### config.mk
export PLATFORM = sky130hd
export DESIGN_NAME = ctrl_pipe_decoder
export DESIGN_NICKNAME = d
export VERILOG_FILES = /design/src/rtl/ctrl_pipe_decoder.sv
export SDC_FILE = /design/constraint.sdc
export NUM_CORES = 1
export LEC_CHECK = 0
export ABC_AREA = 1
export BUFFER_PORTS_ARGS = -buffer_cell sky130_fd_sc_hd__buf_2
export CAP_MARGIN = 20
export CELL_PAD_IN_SITES_DETAIL_PLACEMENT = 0
export CELL_PAD_IN_SITES_GLOBAL_PLACEMENT = 1
export CORE_AREA = 2 2 70 72
export DETAILED_ROUTE_END_ITERATION = 8
export DIE_AREA = 0 0 72 74
export PLACE_DENSITY_LB_ADDON = 0.15
export SLEW_MARGIN = 15
export SYNTH_ARGS = -nofsm -noshare
export SYNTH_HDL_FRONTEND = slang
export SYNTH_SLANG_ARGS = --single-unit
### constraint.sdc
create_clock -name clk -period 2.6 [get_ports clk]
set_clock_uncertainty 0.05 [all_clocks]
set_input_delay 0.52 -clock clk [delete_from_list [all_inputs] [get_ports clk]]
set_output_delay 0.52 -clock clk [all_outputs]
set_load 0.05 [all_outputs]
### src/rtl/ctrl_pipe_decoder.sv
// ID-stage decoder feeding a registered ID/EX control bundle with valid/ready handshake,
// load-use stall, flush and illegal flag. Define CTRL_MUL_EN to enable multi-cycle mul.
module ctrl_pipe_decoder #(
  parameter int ALUOP_W    = 4,
  parameter int MUL_CYCLES = 4
) (
  input  logic               clk,
  input  logic               reset,
  input  logic               id_valid,
  output logic               id_ready,
  input  logic [31:0]        id_instr,
  input  logic               flush,
  output logic               ex_valid,
  input  logic               ex_ready,
  output logic [1:0]         ex_pc_src,
  output logic               ex_reg_wr,
  output logic               ex_mem_rd,
  output logic               ex_mem_wr,
  output logic               ex_alu_src1,
  output logic               ex_alu_src2,
  output logic               ex_ext_op,
  output logic               ex_lu_op,
  output logic [1:0]         ex_reg_dst,
  output logic [1:0]         ex_mem_to_reg,
  output logic [ALUOP_W-1:0] ex_alu_op,
  output logic [4:0]         ex_rd_addr,
  output logic               ex_busy,
  output logic               ex_illegal
);

  localparam logic [5:0] OP_RTYPE  = 6'h00;
  localparam logic [5:0] OP_REGIMM = 6'h01;
  localparam logic [5:0] OP_J      = 6'h02;
  localparam logic [5:0] OP_JAL    = 6'h03;
  localparam logic [5:0] OP_BEQ    = 6'h04;
  localparam logic [5:0] OP_BNE    = 6'h05;
  localparam logic [5:0] OP_SLTI   = 6'h0a;
  localparam logic [5:0] OP_SLTIU  = 6'h0b;
  localparam logic [5:0] OP_ANDI   = 6'h0c;
  localparam logic [5:0] OP_LUI    = 6'h0f;
  localparam logic [5:0] OP_MUL    = 6'h1c;
  localparam logic [5:0] OP_LW     = 6'h23;
  localparam logic [5:0] OP_SW     = 6'h2b;

  localparam logic [5:0] FN_SLL    = 6'h00;
  localparam logic [5:0] FN_SRL    = 6'h02;
  localparam logic [5:0] FN_SRA    = 6'h03;
  localparam logic [5:0] FN_JR     = 6'h08;
  localparam logic [5:0] FN_JALR   = 6'h09;
  localparam logic [5:0] FN_MUL    = 6'h02;

  typedef struct packed {
    logic [1:0]         pc_src;
    logic               reg_wr;
    logic               mem_rd;
    logic               mem_wr;
    logic               alu_src1;
    logic               alu_src2;
    logic               ext_op;
    logic               lu_op;
    logic [1:0]         reg_dst;
    logic [1:0]         mem_to_reg;
    logic [ALUOP_W-1:0] alu_op;
    logic [4:0]         rd_addr;
    logic               illegal;
  } ctrl_t;

  logic [5:0] opcode;
  logic [5:0] funct;
  logic [4:0] rs;
  logic [4:0] rt;
  logic [4:0] rd;

  assign opcode = id_instr[31:26];
  assign rs     = id_instr[25:21];
  assign rt     = id_instr[20:16];
  assign rd     = id_instr[15:11];
  assign funct  = id_instr[5:0];

  logic unused_shamt;
  assign unused_shamt = ^id_instr[10:6];

  logic is_rtype;
  logic is_shift;
  logic is_jr;
  logic is_jalr;
  logic is_jump;
  logic is_lw;
  logic is_sw;
  logic is_lui;
  logic is_andi;
  logic is_mul;
  logic fn_known;
  logic op_known;
  logic legal;
  logic no_wr;

  assign is_rtype = (opcode == OP_RTYPE);
  assign is_shift = is_rtype & ((funct == FN_SLL) | (funct == FN_SRL) | (funct == FN_SRA));
  assign is_jr    = is_rtype & (funct == FN_JR);
  assign is_jalr  = is_rtype & (funct == FN_JALR);
  assign is_jump  = (opcode == OP_J) | (opcode == OP_JAL);
  assign is_lw    = (opcode == OP_LW);
  assign is_sw    = (opcode == OP_SW);
  assign is_lui   = (opcode == OP_LUI);
  assign is_andi  = (opcode == OP_ANDI);

`ifdef CTRL_MUL_EN
  assign is_mul = (opcode == OP_MUL) & (funct == FN_MUL);
`else
  assign is_mul = 1'b0;
`endif

  always_comb begin
    fn_known = 1'b0;
    case (funct)
      FN_SLL, FN_SRL, FN_SRA, FN_JR, FN_JALR,
      6'h20, 6'h21, 6'h22, 6'h23, 6'h24, 6'h25, 6'h26, 6'h27,
      6'h2a, 6'h2b: fn_known = 1'b1;
      default:      fn_known = 1'b0;
    endcase
  end

  always_comb begin
    op_known = 1'b0;
    case (opcode)
      6'h01, 6'h02, 6'h03, 6'h04, 6'h05, 6'h06, 6'h07,
      6'h08, 6'h09, 6'h0a, 6'h0b, 6'h0c, 6'h0d, 6'h0e, 6'h0f,
      OP_LW, OP_SW: op_known = 1'b1;
      default:      op_known = 1'b0;
    endcase
  end

  assign legal = (is_rtype & fn_known) | op_known | is_mul;
  // Instructions that never write the register file: stores, branches, plain jumps.
  assign no_wr = is_sw | (opcode == OP_REGIMM) | (opcode == OP_J) |
                 (opcode[5:2] == 4'b0001) | is_jr;

  ctrl_t dec;

  always_comb begin
    dec            = '0;
    dec.illegal    = ~legal;
    dec.reg_wr     = legal & ~no_wr;
    dec.mem_rd     = legal & is_lw;
    dec.mem_wr     = legal & is_sw;
    dec.alu_src1   = is_shift;
    dec.alu_src2   = ~(is_rtype | is_mul);
    dec.ext_op     = ~(is_lui | is_andi);
    dec.lu_op      = is_lui;
    if (is_jump)
      dec.pc_src = 2'b01;
    else if (is_jr | is_jalr)
      dec.pc_src = 2'b10;
    if (is_rtype | is_mul)
      dec.reg_dst = 2'b01;
    else if (opcode == OP_JAL)
      dec.reg_dst = 2'b10;
    if (is_lw)
      dec.mem_to_reg = 2'b01;
    else if ((opcode == OP_JAL) | is_jalr)
      dec.mem_to_reg = 2'b10;
    if (is_rtype)
      dec.alu_op[2:0] = 3'b010;
    else if (is_andi)
      dec.alu_op[2:0] = 3'b100;
    else if (is_mul)
      dec.alu_op[2:0] = 3'b110;
    else if ((opcode == OP_SLTI) | (opcode == OP_SLTIU))
      dec.alu_op[2:0] = 3'b101;
    dec.alu_op[3] = opcode[0];
    case (dec.reg_dst)
      2'b01:   dec.rd_addr = rd;
      2'b10:   dec.rd_addr = 5'd31;
      default: dec.rd_addr = rt;
    endcase
  end

  ctrl_t bundle_q;
  ctrl_t bundle_d;
  logic  valid_q;
  logic  valid_d;
  logic  adv;
  logic  accept;
  logic  load_use;
  logic  rs_used;
  logic  rt_used;

  assign rs_used = ~(is_jump | is_lui | is_shift);
  assign rt_used = is_rtype | is_mul | is_sw | (opcode == OP_BEQ) | (opcode == OP_BNE);

  // A load in EX whose destination feeds the ID instruction cannot forward in time.
  assign load_use = ex_valid & bundle_q.mem_rd & (bundle_q.rd_addr != 5'd0) &
                    ((rs_used & (rs == bundle_q.rd_addr)) |
                     (rt_used & (rt == bundle_q.rd_addr)));

  assign adv      = (~ex_valid | ex_ready) & ~ex_busy;
  assign id_ready = flush | (adv & ~load_use);
  assign accept   = adv & id_valid & ~load_use & ~flush;

  always_comb begin
    valid_d  = valid_q;
    bundle_d = bundle_q;
    if (flush) begin
      valid_d  = 1'b0;
      bundle_d = '0;
    end else if (adv) begin
      valid_d  = accept;
      bundle_d = accept ? dec : '0;
    end
  end

  always_ff @(posedge clk or posedge reset) begin
    if (reset) begin
      valid_q  <= 1'b0;
      bundle_q <= '0;
    end else begin
      valid_q  <= valid_d;
      bundle_q <= bundle_d;
    end
  end

`ifdef CTRL_MUL_EN
  localparam logic [3:0] MUL_LOAD = 4'(MUL_CYCLES - 1);

  logic [3:0] cnt_q;
  logic [3:0] cnt_d;

  // Counter holds the remaining EX occupancy of a mul; the bundle is hidden until it drains.
  always_comb begin
    cnt_d = cnt_q;
    if (flush)
      cnt_d = 4'd0;
    else if (adv)
      cnt_d = (accept & is_mul) ? MUL_LOAD : 4'd0;
    else if (cnt_q != 4'd0)
      cnt_d = cnt_q - 4'd1;
  end

  always_ff @(posedge clk or posedge reset) begin
    if (reset)
      cnt_q <= 4'd0;
    else
      cnt_q <= cnt_d;
  end

  assign ex_busy = (cnt_q != 4'd0);
`else
  logic unused_mul_cfg;
  assign unused_mul_cfg = (MUL_CYCLES > 0);
  assign ex_busy        = 1'b0;
`endif

  assign ex_valid      = valid_q & ~ex_busy;
  assign ex_pc_src     = bundle_q.pc_src;
  assign ex_reg_wr     = bundle_q.reg_wr;
  assign ex_mem_rd     = bundle_q.mem_rd;
  assign ex_mem_wr     = bundle_q.mem_wr;
  assign ex_alu_src1   = bundle_q.alu_src1;
  assign ex_alu_src2   = bundle_q.alu_src2;
  assign ex_ext_op     = bundle_q.ext_op;
  assign ex_lu_op      = bundle_q.lu_op;
  assign ex_reg_dst    = bundle_q.reg_dst;
  assign ex_mem_to_reg = bundle_q.mem_to_reg;
  assign ex_alu_op     = bundle_q.alu_op;
  assign ex_rd_addr    = bundle_q.rd_addr;
  assign ex_illegal    = bundle_q.illegal;

endmodule

### After elaboration in Yosys (flattened, before gate mapping)

Memory sizes are Yosys's and may differ from the RTL's.
Cells that the tools add are included.

* register bits after elaboration: 24
* bits in read-only memories: 128
* output and inout port bits: 26
* word-level logic and storage cells: 99
* memories: 2

* equality and inequality tests: 20
* muxes and demuxes: 15
* bitwise gates (word level): 44
* reduce and logical (&&, ||, !) cells: 4

Memory list
* (name not given): words 64, bits a word 1, rd ports 1, clocked after Yosys merged registers in 0, write ports 0, line 126 `case (opcode)`
* (name not given): words 64, bits a word 1, rd ports 1, clocked after Yosys merged registers in 0, write ports 0, line 116 `case (funct)`

Operators by type and width (count)
* two-way mux 23 bit: 3
* equality test 6 x 4 -> 1 bit (second input constant): 6
* equality test 6 x 2 -> 1 bit (second input constant): 4
* OR 1 bit: 20
* AND 1 bit: 16
* equality test 6 x 3 -> 1 bit (second input constant): 2
* equality test 6 bit (second input constant): 2
* logical NOT 6 bit: 2
* two-way mux 2 bit: 6
* equality test 5 bit: 2
* one-hot mux 5 bit (2 select lines): 1
* two-way mux 3 bit: 3
* NOT 1 bit: 8
* equality test 6 x 1 -> 1 bit (second input constant): 1
* nonzero test 5 bit: 1
* equality test 4 x 1 -> 1 bit (second input constant): 1
* equality test 2 x 1 -> 1 bit (second input constant): 1
* equality test 2 bit (second input constant): 1
* two-way mux 1 bit: 2
* nonzero test 2 bit: 1

### Longest topological paths before layout

Gate-level depths: netlist of run 1.

* depth in word-level cells: 15
* depth in mapped cells: 12

### Worst setup path before layout of run 1

Ideal clock, no wire load.

* kind: register to output
* from: reg bundle_q (netlist bit ex_rd_addr[0])
* to: out id_ready
* data arrival time: 1.652 ns
* required time: 2.030 ns
* setup slack: 0.378 ns
* stages on the path, launching flop included: 12
* path buffers: 0
* cell sequence: dfrtp_1 > inv_1 > nand2_1 > nand2_1 > nor2_1 > nand2_1 > nor2_1 > nand2_1 > nand2_2 > nand2_4 > o21ai_0 > nand2_1

* longest elaborated chain between the ends: 7

RTL lines
* start: declaration: line 179 `ctrl_t bundle_q;`
* start signal: assignment: line 219 `bundle_q <= bundle_d;`
* equality test 5 bit, on equally long branches: line 194, 195
* AND 1 bit, on equally long branches: line 194, 195
* OR 1 bit: line 194 `((rs_used & (rs == bundle_q.rd_addr)) |`
* AND 1 bit (*): line 193 `assign load_use = ex_valid & bundle_q.mem_rd & (bundle_q.rd_addr != 5'd0) &`
* NOT 1 bit (*): line 198 `assign id_ready = flush | (adv & ~load_use);`
* AND 1 bit (*): line 198
* OR 1 bit (*): line 198
* end: declaration: line 10 `output logic id_ready,`

Mark *: on every way between the ends. The rest lies on a longest branch, timed or not.

### Worst setup path after layout of run 1

* from: in id_instr[5]
* to: out id_ready

* longest elaborated chain between the ends: 12

RTL lines
* start: declaration: line 11 `input logic [31:0] id_instr,`
* equality test 6 x 2 -> 1 bit / logical NOT 6 bit (equally long branches): line 99 `assign is_shift = is_rtype & ((funct == FN_SLL) | (funct == FN_SRL) | (funct == FN_SRA));`
* OR 1 bit: line 99
* OR 1 bit (*): line 99
* AND 1 bit (*): line 99
* OR 1 bit (*): line 189 `assign rs_used = ~(is_jump | is_lui | is_shift);`
* NOT 1 bit (*): line 189
* AND 1 bit (*): line 194
* OR 1 bit (*): line 194
* AND 1 bit (*): line 193
* NOT 1 bit (*): line 198
* AND 1 bit (*): line 198
* OR 1 bit (*): line 198

Marks and branches as above.

==> impl_metrics.ini, run 1 <==
[routing]
drc_errors = 0
ant_nets = 0
vias_per_cell = 4.703
vias = 1618
drt-wirelength-per-cell_um = 12.58
dr.pass1.iters = 4
drtIter0Drc = 143
drt_wl_total_um = 4328

[final_layout]
nets = 328
area_growth_pct = 21.60
fin_area_sq_um = 1958
final_common_cell = nand2_1
largest_reg_flops = 5
num_antenna_cells = 0
multi_input_area_sq_um = 830.8
layout_common_cells = 84 x nand2_1, 56 x buf_2, 28 x inv_1
final_cells = 344
seq_area_sq_um = 575.6
drive_above_1_share_pct = 27.93
fill_cells = 518

[pwr]
p_int_uw = 532.9
p_sw_uw = 261.9
peakVddDrop_mv = 0.1515
pwr-share-seq_pct = 47.4
p_clk_share_pct = 28.5
p_per_area_nw_per_um2 = 405.9
sw_frac_of_total_pct = 32.95
comb_power_share_pct = 24.1
power_leakage_uw = 0.001233

[synth]
synth_nets = 273
synth_seq_cells = 23
synth.avg_cell_area_sq_um = 6.823
yosys.cell_types.count = 29
synth_warnings = 0
synth_area_sq_um = 1610
ys_seq_area_share_pct = 35.74
synth_top_area_share_pct = 35.74
yosys_most_used_dff = dfrtp_1
synth_largest_area_cell = dfrtp_1
synthTopCellsByArea = dfrtp_1 36%, nand2_1 20%, nand4_1 8.2%
synth_edf_count = 0
post_synth_inst_count = 236
async_reset_ff_share_pct = 100.0

[cts]
cts_tree = done
cts_resized = 0
post_cts_buffers = 0
cts_sinks = 23
cts_root_buffer = clkbuf_8
clockBufferDepth = 2
clk_latency_ns = 0.26
clk_pin_slew_ns = 0.09
cts_buffers = 3
h-tree-depth = 1
cts_hold_buf = 0

[worst_setup_path]
path_cells = buf_2 > nor2_1 > nand3_1 > nor2_1 > nor2_1 > nand2_1 > nand2_2 > nand2_4 > o21ai_0 > nand2_1 > buf_2
slowest_stage = buf_2
cp.buffers_inverters = 2
start_kind = primary input
rr_endpoint = ex_reg_dst[0]
cp-end-kind = output pin
required_ns = 2.03
critPathMostFrequentCell = nor2_1
setup.worst_path.class = in -> out
critPathMaxStageDelay_ns = 0.25
critPathArrivalTime_ns = 1.76
reg2reg_slack_ns = 0.92
critPathTopFamily = simple AND/OR/NAND/NOR gates
r2r_cells = 12
rr_startpoint = ex_rd_addr[1]
cp_max_fo = 4

[die]
num_io_pins = 63
core_sq_um = 4598
rows = 25
die_h_um = 74
fp.dieW_um = 72
dieArea_sq_um = 5328
start_util_pct = 35.02

[global_route]
grt_antenna_before_repair = 0
grt_pass1_vias = 1461
grt_pass1_wl_um = 7258
grt_max_degree = 24
grt_overflow = 0
track_usage_pct = 17.38

[sta]
max_freq_mhz = 429.9
finalMaxSlewViolations = 0
hold_viol = 0
tightest_slew_ns = 0.8995
finalSetupViolCount = 0
rsz0062_at_grt = false
slew_headroom_pct = 39.97
finalCriticalPeriod_ns = 2.326
tns_ns = 0
post-route-period-util_pct = 89.47

[placement]
dp.cells = 340
placed_area_sq_um = 1912
io_buffers = 56
post-dp-hpwl_um = 3305
gp_congestion = 0.8578

[worst_hold_path]
min_path_type = in -> async

[flow_run]
drv_cap = 0

[run_status]
status = finished, final reports clean
-- cell usage after synthesis (all sizes together), types with 2 or more instances --
master / count
buf: 9
o21ai: 2
nor2: 26
xnor2: 3
nand3: 13
xor2: 3
inv: 32
nand4: 22
o22ai: 5
clkbuf: 2
dfrtp: 23
nor3: 2
nand2: 87
-- layout make-up --
class,count,area share [%]
multi-input cells,170,42.43
clock buffers,3,2.109
clock inverters,1,0.2556
repair buffers,61,16.23
flip-flops and latches,23,29.39
inverters,32,6.134
well taps,54,3.450
-- per-layer routing --
| metal | wire length [um] | vias up | global-route usage (%) |
|---|---|---|---|
| li1 | - | 853 | - |
| met1 | 2158 | 730 | 27.18 |
| met2 | 1999 | 33 | 26.54 |
| met3 | 152 | 2 | 1.355 |
| met4 | 18 | 0 | 3.145 |
| met5 | 0 | - | 0 |
-- metrics by stage --
| step | worst slack (ns) | hold slack (ns) | utilization, % | total power, uW |
|---|---|---|---|---|
| 3_3_place_gp | 0.2642 | 0.4099 | 41.58 | 576.8 |
| 3_5_place_dp | 0.2486 | 0.4115 | 41.58 | 576.5 |
| 5_1_grt | 0.06627 | 0.4407 | 42.59 | 833.9 |
| 4_1_cts | 0.2469 | 0.4234 | 42.59 | 799.4 |
| 2_1_floorplan | 0.3781 | 0.4719 | - | 513.4 |
| 6_report | 0.2739 | 0.3860 | 42.59 | 794.9 |
-- how the worst max path moves through the flow --
stage               slack (ns)  endpoint  cells after the start     startpoint
finish                    0.27  id_ready                     11    id_instr[5]
global route              0.07  id_ready                     11    id_instr[5]
CTS                       0.25  id_ready                     11    id_instr[5]
detailed placement        0.25  id_ready                     11    id_instr[5]
global placement          0.26  id_ready                     11    id_instr[5]
floorplan                 0.38  id_ready                     11  ex_rd_addr[0]
-- logic make-up after synthesis --
group	share of synthesized area (%)
XOR/XNOR	3.264
AO/OA/AOI/OAI	4.430
buffers and inverters	12.98
flip-flops	35.74
other	0.2329
AND/OR/NAND/NOR	43.36
-- power groups by stage --
| stage | logic [uW] | registers (uW) | clock network (uW) |
|---|---|---|---|
| finish | 191 | 377 | 227 |
| detailed placement | 192 | 384 | 0 |
| CTS | 193 | 377 | 229 |
| global placement | 193 | 384 | 0 |
| floorplan | 94.7 | 419 | 0 |
| global route | 214 | 379 | 241 |
No activity file was read; power rests on OpenSTA's default activity.
==> run 2: changes to the inputs <==
==> constraint.sdc (replaced) <==
create_clock -name clk -period 2.6 [get_ports clk]
set_clock_uncertainty 0.05 [all_clocks]
set_input_delay 0 -clock clk [delete_from_list [all_inputs] [get_ports clk]]
set_output_delay 0 -clock clk [all_outputs]
set_load 0.05 [all_outputs]
==> run 2 against run 1 <==
Worst hold slack got worse by 0.32 ns. Maximum frequency rose by 1.2%. Worst setup slack improved by 0.027 ns. Routed wire length fell by 1.2%. Count of clock-buffer cells in the layout did not move. Global-route usage fell by 0.15 points.
==> impl_metrics.ini, run 2 (same netlist as run 1, synthesis figures left out) <==
[global_route]
grt_antenna_before_repair = 0
grt_max_degree = 24
track_usage_pct = 17.23
grt_overflow = 0
grt_pass1_vias = 1558
grt_pass1_wl_um = 7251

[run_status]
status = finished, final reports clean

[placement]
gp_congestion = 0.8532
dp.cells = 336
io_buffers = 56
post-dp-hpwl_um = 3249
place_ws_ns = 0.8365

[cts]
cts_root_buffer = clkbuf_8
clk_pin_slew_ns = 0.08
clockBufferDepth = 2
cts_sinks = 23
clk_latency_ns = 0.27
cts_tree = done
cts_resized = 0
cts_hold_buf = 3
cts_buffers = 3
h-tree-depth = 1
post_cts_buffers = 0

[routing]
dr.pass1.iters = 4
drt-wirelength-per-cell_um = 12.46
drtIter0Drc = 88
ant_nets = 0
vias_per_cell = 4.778
drt_wl_total_um = 4274
drc_errors = 0
vias = 1639

[worst_setup_path]
setup.worst_path.class = in -> out
cp_max_fo = 23
required_ns = 2.55
critPathArrivalTime_ns = 2.25
cp-end-kind = output pin
start_kind = primary input

[die]
rows = 25
start_util_pct = 35.02
die_h_um = 74
num_io_pins = 63
fp.dieW_um = 72
dieArea_sq_um = 5328
core_sq_um = 4598

[final_layout]
nets = 327
drive_above_1_share_pct = 26.64
num_antenna_cells = 0
final_cells = 343
final_common_cell = nand2_1
largest_reg_flops = 5
area_growth_pct = 21.60
layout_common_cells = 84 x nand2_1, 56 x buf_2, 28 x inv_1

[sta]
tightest_slew_ns = 0.8984
post-route-period-util_pct = 88.42
slew_headroom_pct = 40.04
rsz0062_at_grt = false
finalWorstSetupSlack_ns = 0.3010
finalCriticalPeriod_ns = 2.299
tns_ns = 0
max_freq_mhz = 435.0
finalMaxSlewViolations = 0
hold_viol = 0
finalSetupViolCount = 0

[pwr]
sw_frac_of_total_pct = 32.98
pwr-share-seq_pct = 47.3
p_per_area_nw_per_um2 = 406.9
comb_power_share_pct = 24.1
p_sw_uw = 262.8
p_clk_share_pct = 28.7
p_int_uw = 533.9
peakVddDrop_mv = 0.1997
power_leakage_uw = 0.001227

[worst_hold_path]
min_path_type = in -> reg

[flow_run]
drv_cap = 0
run 2: layout make-up:
type                            count  area (sq um)
Clock buffer                        3         41.29
Clock inverter                      1         5.005
Fill cell                         509          2640
Inverter                           32         120.1
Multi-Input combinational cell    170         830.8
Sequential cell                    23         575.6
Tap cell                           54         67.56
Timing Repair Buffer               60         317.8
run 2: worst paths after layout:
kind / start / end / slack, ns / cells past startpoint
worst max-delay path: id_instr[26] / id_ready / 0.30 / 12
worst min-delay path: id_instr[11] / ex_rd_addr[0] / 0.06 / 5
worst max register to register: ex_rd_addr[0] / ex_alu_src2 / 1.03 / 11
worst min register to register: ex_mem_to_reg[0] / ex_mem_to_reg[0] / 0.43 / 2
max in group asynchronous: reset / ex_alu_op[2] / 1.54 / 3
min in group asynchronous: reset / ex_alu_src2 / 0.41 / 3
run 2: metal layers:
metal	GRT usage, %	vias to the layer above	wire length [um]
met5	0	-	0
met4	3.354	0	27
met3	3.388	4	191
met2	27.98	41	1936
met1	24.20	738	2118
li1	-	856	-
run 2: power groups by stage:
stage	logic, uW	registers [uW]	clock network, uW
after floorplan	94.7	419	0
after global placement	190	384	0
final	192	377	228
after detailed placement	189	384	0
after CTS	194	377	238
after global routing	214	378	247
run 2: critical path: stages:
cell and delay [ns]:
dlygate4sd3_1 0.53, buf_2 0.14, nor2_2 0.21, nand3_2 0.26
nor2_1 0.23, nor2_1 0.07, nand2_1 0.07, nand2_2 0.06
nand2_4 0.20, o21ai_0 0.13, nand2_1 0.07, buf_2 0.27
run 2: per-stage QoR:
stage / instance area (sq um) / utilization (%) / hold WS (ns) / power [uW]
after global routing: 1958 / 42.59 / 0.09359 / 839.0
final: 1958 / 42.59 / 0.06433 / 796.7
after global placement: 1882 / 40.93 / 0.1815 / 573.7
after floorplan: 1610 / - / -0.04808 / 513.4
after detailed placement: 1882 / 40.93 / 0.1845 / 573.5
after CTS: 1958 / 42.59 / 0.05479 / 808.9
==> run 3: changes to the inputs <==
--- a/config.mk
+++ b/config.mk
@@ -14,6 +14,7 @@
 export DETAILED_ROUTE_END_ITERATION = 8
 export DIE_AREA = 0 0 72 74
 export PLACE_DENSITY_LB_ADDON = 0.15
+export REMOVE_ABC_BUFFERS = 1
 export SLEW_MARGIN = 15
 export SYNTH_ARGS = -nofsm -noshare
 export SYNTH_HDL_FRONTEND = slang
==> run 3 against run 2 <==
Cell count rose by 0.29%. Largest power group unchanged. Non-clock buffer count increased by 1. Count of clock-buffer cells in the layout is 1 higher. Sequential share of layout area shrank 0.094 points. First-iteration DRC count decreased by 31%. Sequential power about the same. Worst setup slack lost 0.020 ns. Combinational power is essentially flat. Maximum frequency decreased by 0.88%. Largest cell class unchanged. Worst hold slack worse by 0.0072 ns. Highest routed layer unchanged. Register-to-register slack worse by 0.09 ns. Flip-flop and latch count stayed put.
==> impl_metrics.ini, run 3 (same netlist as run 1, synthesis figures left out) <==
[sta]
max_freq_mhz = 431.1
finalMaxSlewViolations = 0
finalCriticalPeriod_ns = 2.319
rsz0062_at_grt = false
slew_headroom_pct = 39.34
tightest_slew_ns = 0.9089
finalSetupViolCount = 0
tns_ns = 0
post-route-period-util_pct = 89.21
hold_viol = 0

[cts]
cts_root_buffer = clkbuf_8
cts_sinks = 23
cts_buffers = 3
clockBufferDepth = 2
clk_latency_ns = 0.26
clk_pin_slew_ns = 0.08
cts_tree = done
h-tree-depth = 1

[run_status]
status = finished, final reports clean

[routing]
drtIter0Drc = 61
drt-wirelength-per-cell_um = 12.05
vias = 1661
vias_per_cell = 4.828
drc_errors = 0
ant_nets = 0
drt_wl_total_um = 4145
dr.pass1.iters = 4

[die]
dieArea_sq_um = 5328
fp.dieW_um = 72
die_h_um = 74
rows = 25
start_util_pct = 35.02
core_sq_um = 4598
num_io_pins = 63

[final_layout]
num_antenna_cells = 0
largest_reg_flops = 5
area_growth_pct = 21.99
fill_cells = 506
nets = 328
final_common_cell = nand2_1
layout_common_cells = 84 x nand2_1, 56 x buf_2, 28 x inv_1
drive_above_1_share_pct = 26.55

[pwr]
peakVddDrop_mv = 0.1484
p_per_area_nw_per_um2 = 402.2
total_power_uw = 790.1
power_leakage_uw = 0.001230

[placement]
post-dp-hpwl_um = 3133
gp_congestion = 0.7949
io_buffers = 56

[global_route]
grt_max_degree = 24
track_usage_pct = 16.61
grt_overflow = 0
grt_pass1_wl_um = 6913
grt_antenna_before_repair = 0
grt_pass1_vias = 1511

[worst_setup_path]
critPathArrivalTime_ns = 2.27
setup.worst_path.class = in -> out
cp_max_fo = 23
start_kind = primary input
cp-end-kind = output pin
required_ns = 2.55

[worst_hold_path]
min_path_type = in -> reg

[flow_run]
drv_cap = 0
[run 3: cell types whose count changed in the layout (fill, tap and decap cells not counted), sizes merged]
cell and change:
buf +1, clkinv -1, clkbuf +1
[run 3: final cells by class]
type                    count  area (sq um)  share of cell area (%)
clock buffers               4         45.04                   2.293
inverters                  32         120.1                   6.115
multi-input cells         170         830.8                   42.29
flip-flops and latches     23         575.6                   29.30
well taps                  54         67.56                   3.439
repair buffers             61         325.3                   16.56
[run 3: metrics by stage]
stage / setup slack, ns / cell area [sq um] / std cells / utilization (%) / hold WS (ns)
after floorplan: 0.3478 / 1521 / 225 / - / -0.04808
after global placement: 0.8349 / 1889 / 337 / 41.09 / 0.1822
after detailed placement: 0.8200 / 1889 / 337 / 41.09 / 0.1914
after CTS: 0.2630 / 1964 / 344 / 42.72 / 0.05730
after global routing: 0.05413 / 1964 / 344 / 42.72 / 0.08870
final: 0.2806 / 1964 / 344 / 42.72 / 0.05717
[run 3: repair_timing]
item | in CTS | in global routing
resized for setup | 0 | 0
endpoints found under the hold margin | 25 | 0
setup buffers | 0 | 0
hold buffers | 3 | 0
[run 3: layer usage]
metal | track usage [%] | vias up | part of all wire, %
met5 | 0 | - | 0
met4 | 6.918 | 0 | 1.6
met3 | 2.304 | 5 | 6.2
met2 | 26.44 | 53 | 46
met1 | 22.90 | 747 | 46
li1 | - | 856 | -
[run 3: worst paths after layout]
kind / from / to / slack [ns] / cells past startpoint
max in group asynchronous: reset / ex_mem_wr / 1.53 / 3
worst max register to register: ex_valid / ex_mem_to_reg[0] / 0.94 / 4
worst max-delay path: id_instr[26] / id_ready / 0.28 / 12
worst min-delay path: id_instr[13] / ex_rd_addr[2] / 0.06 / 5
worst min register to register: ex_alu_op[3] / ex_alu_op[3] / 0.43 / 2
min in group asynchronous: reset / ex_alu_src2 / 0.42 / 3
[run 3: critical path: stages]
cell and delay, ns:
dlygate4sd3_1 0.53, buf_2 0.14, nor2_2 0.21, nand3_2 0.27
nor2_1 0.22, nor2_1 0.08, nand2_1 0.07, nand2_2 0.06
nand2_4 0.21, o21ai_0 0.13, nand2_1 0.07, buf_2 0.27
[run 3: power by group]
| group | switching, uW | internal, uW |
|---|---|---|
| registers | 9.39 | 367 |
| logic | 131 | 60.0 |
| clock network | 113 | 109 |
| total | 253 | 537 |
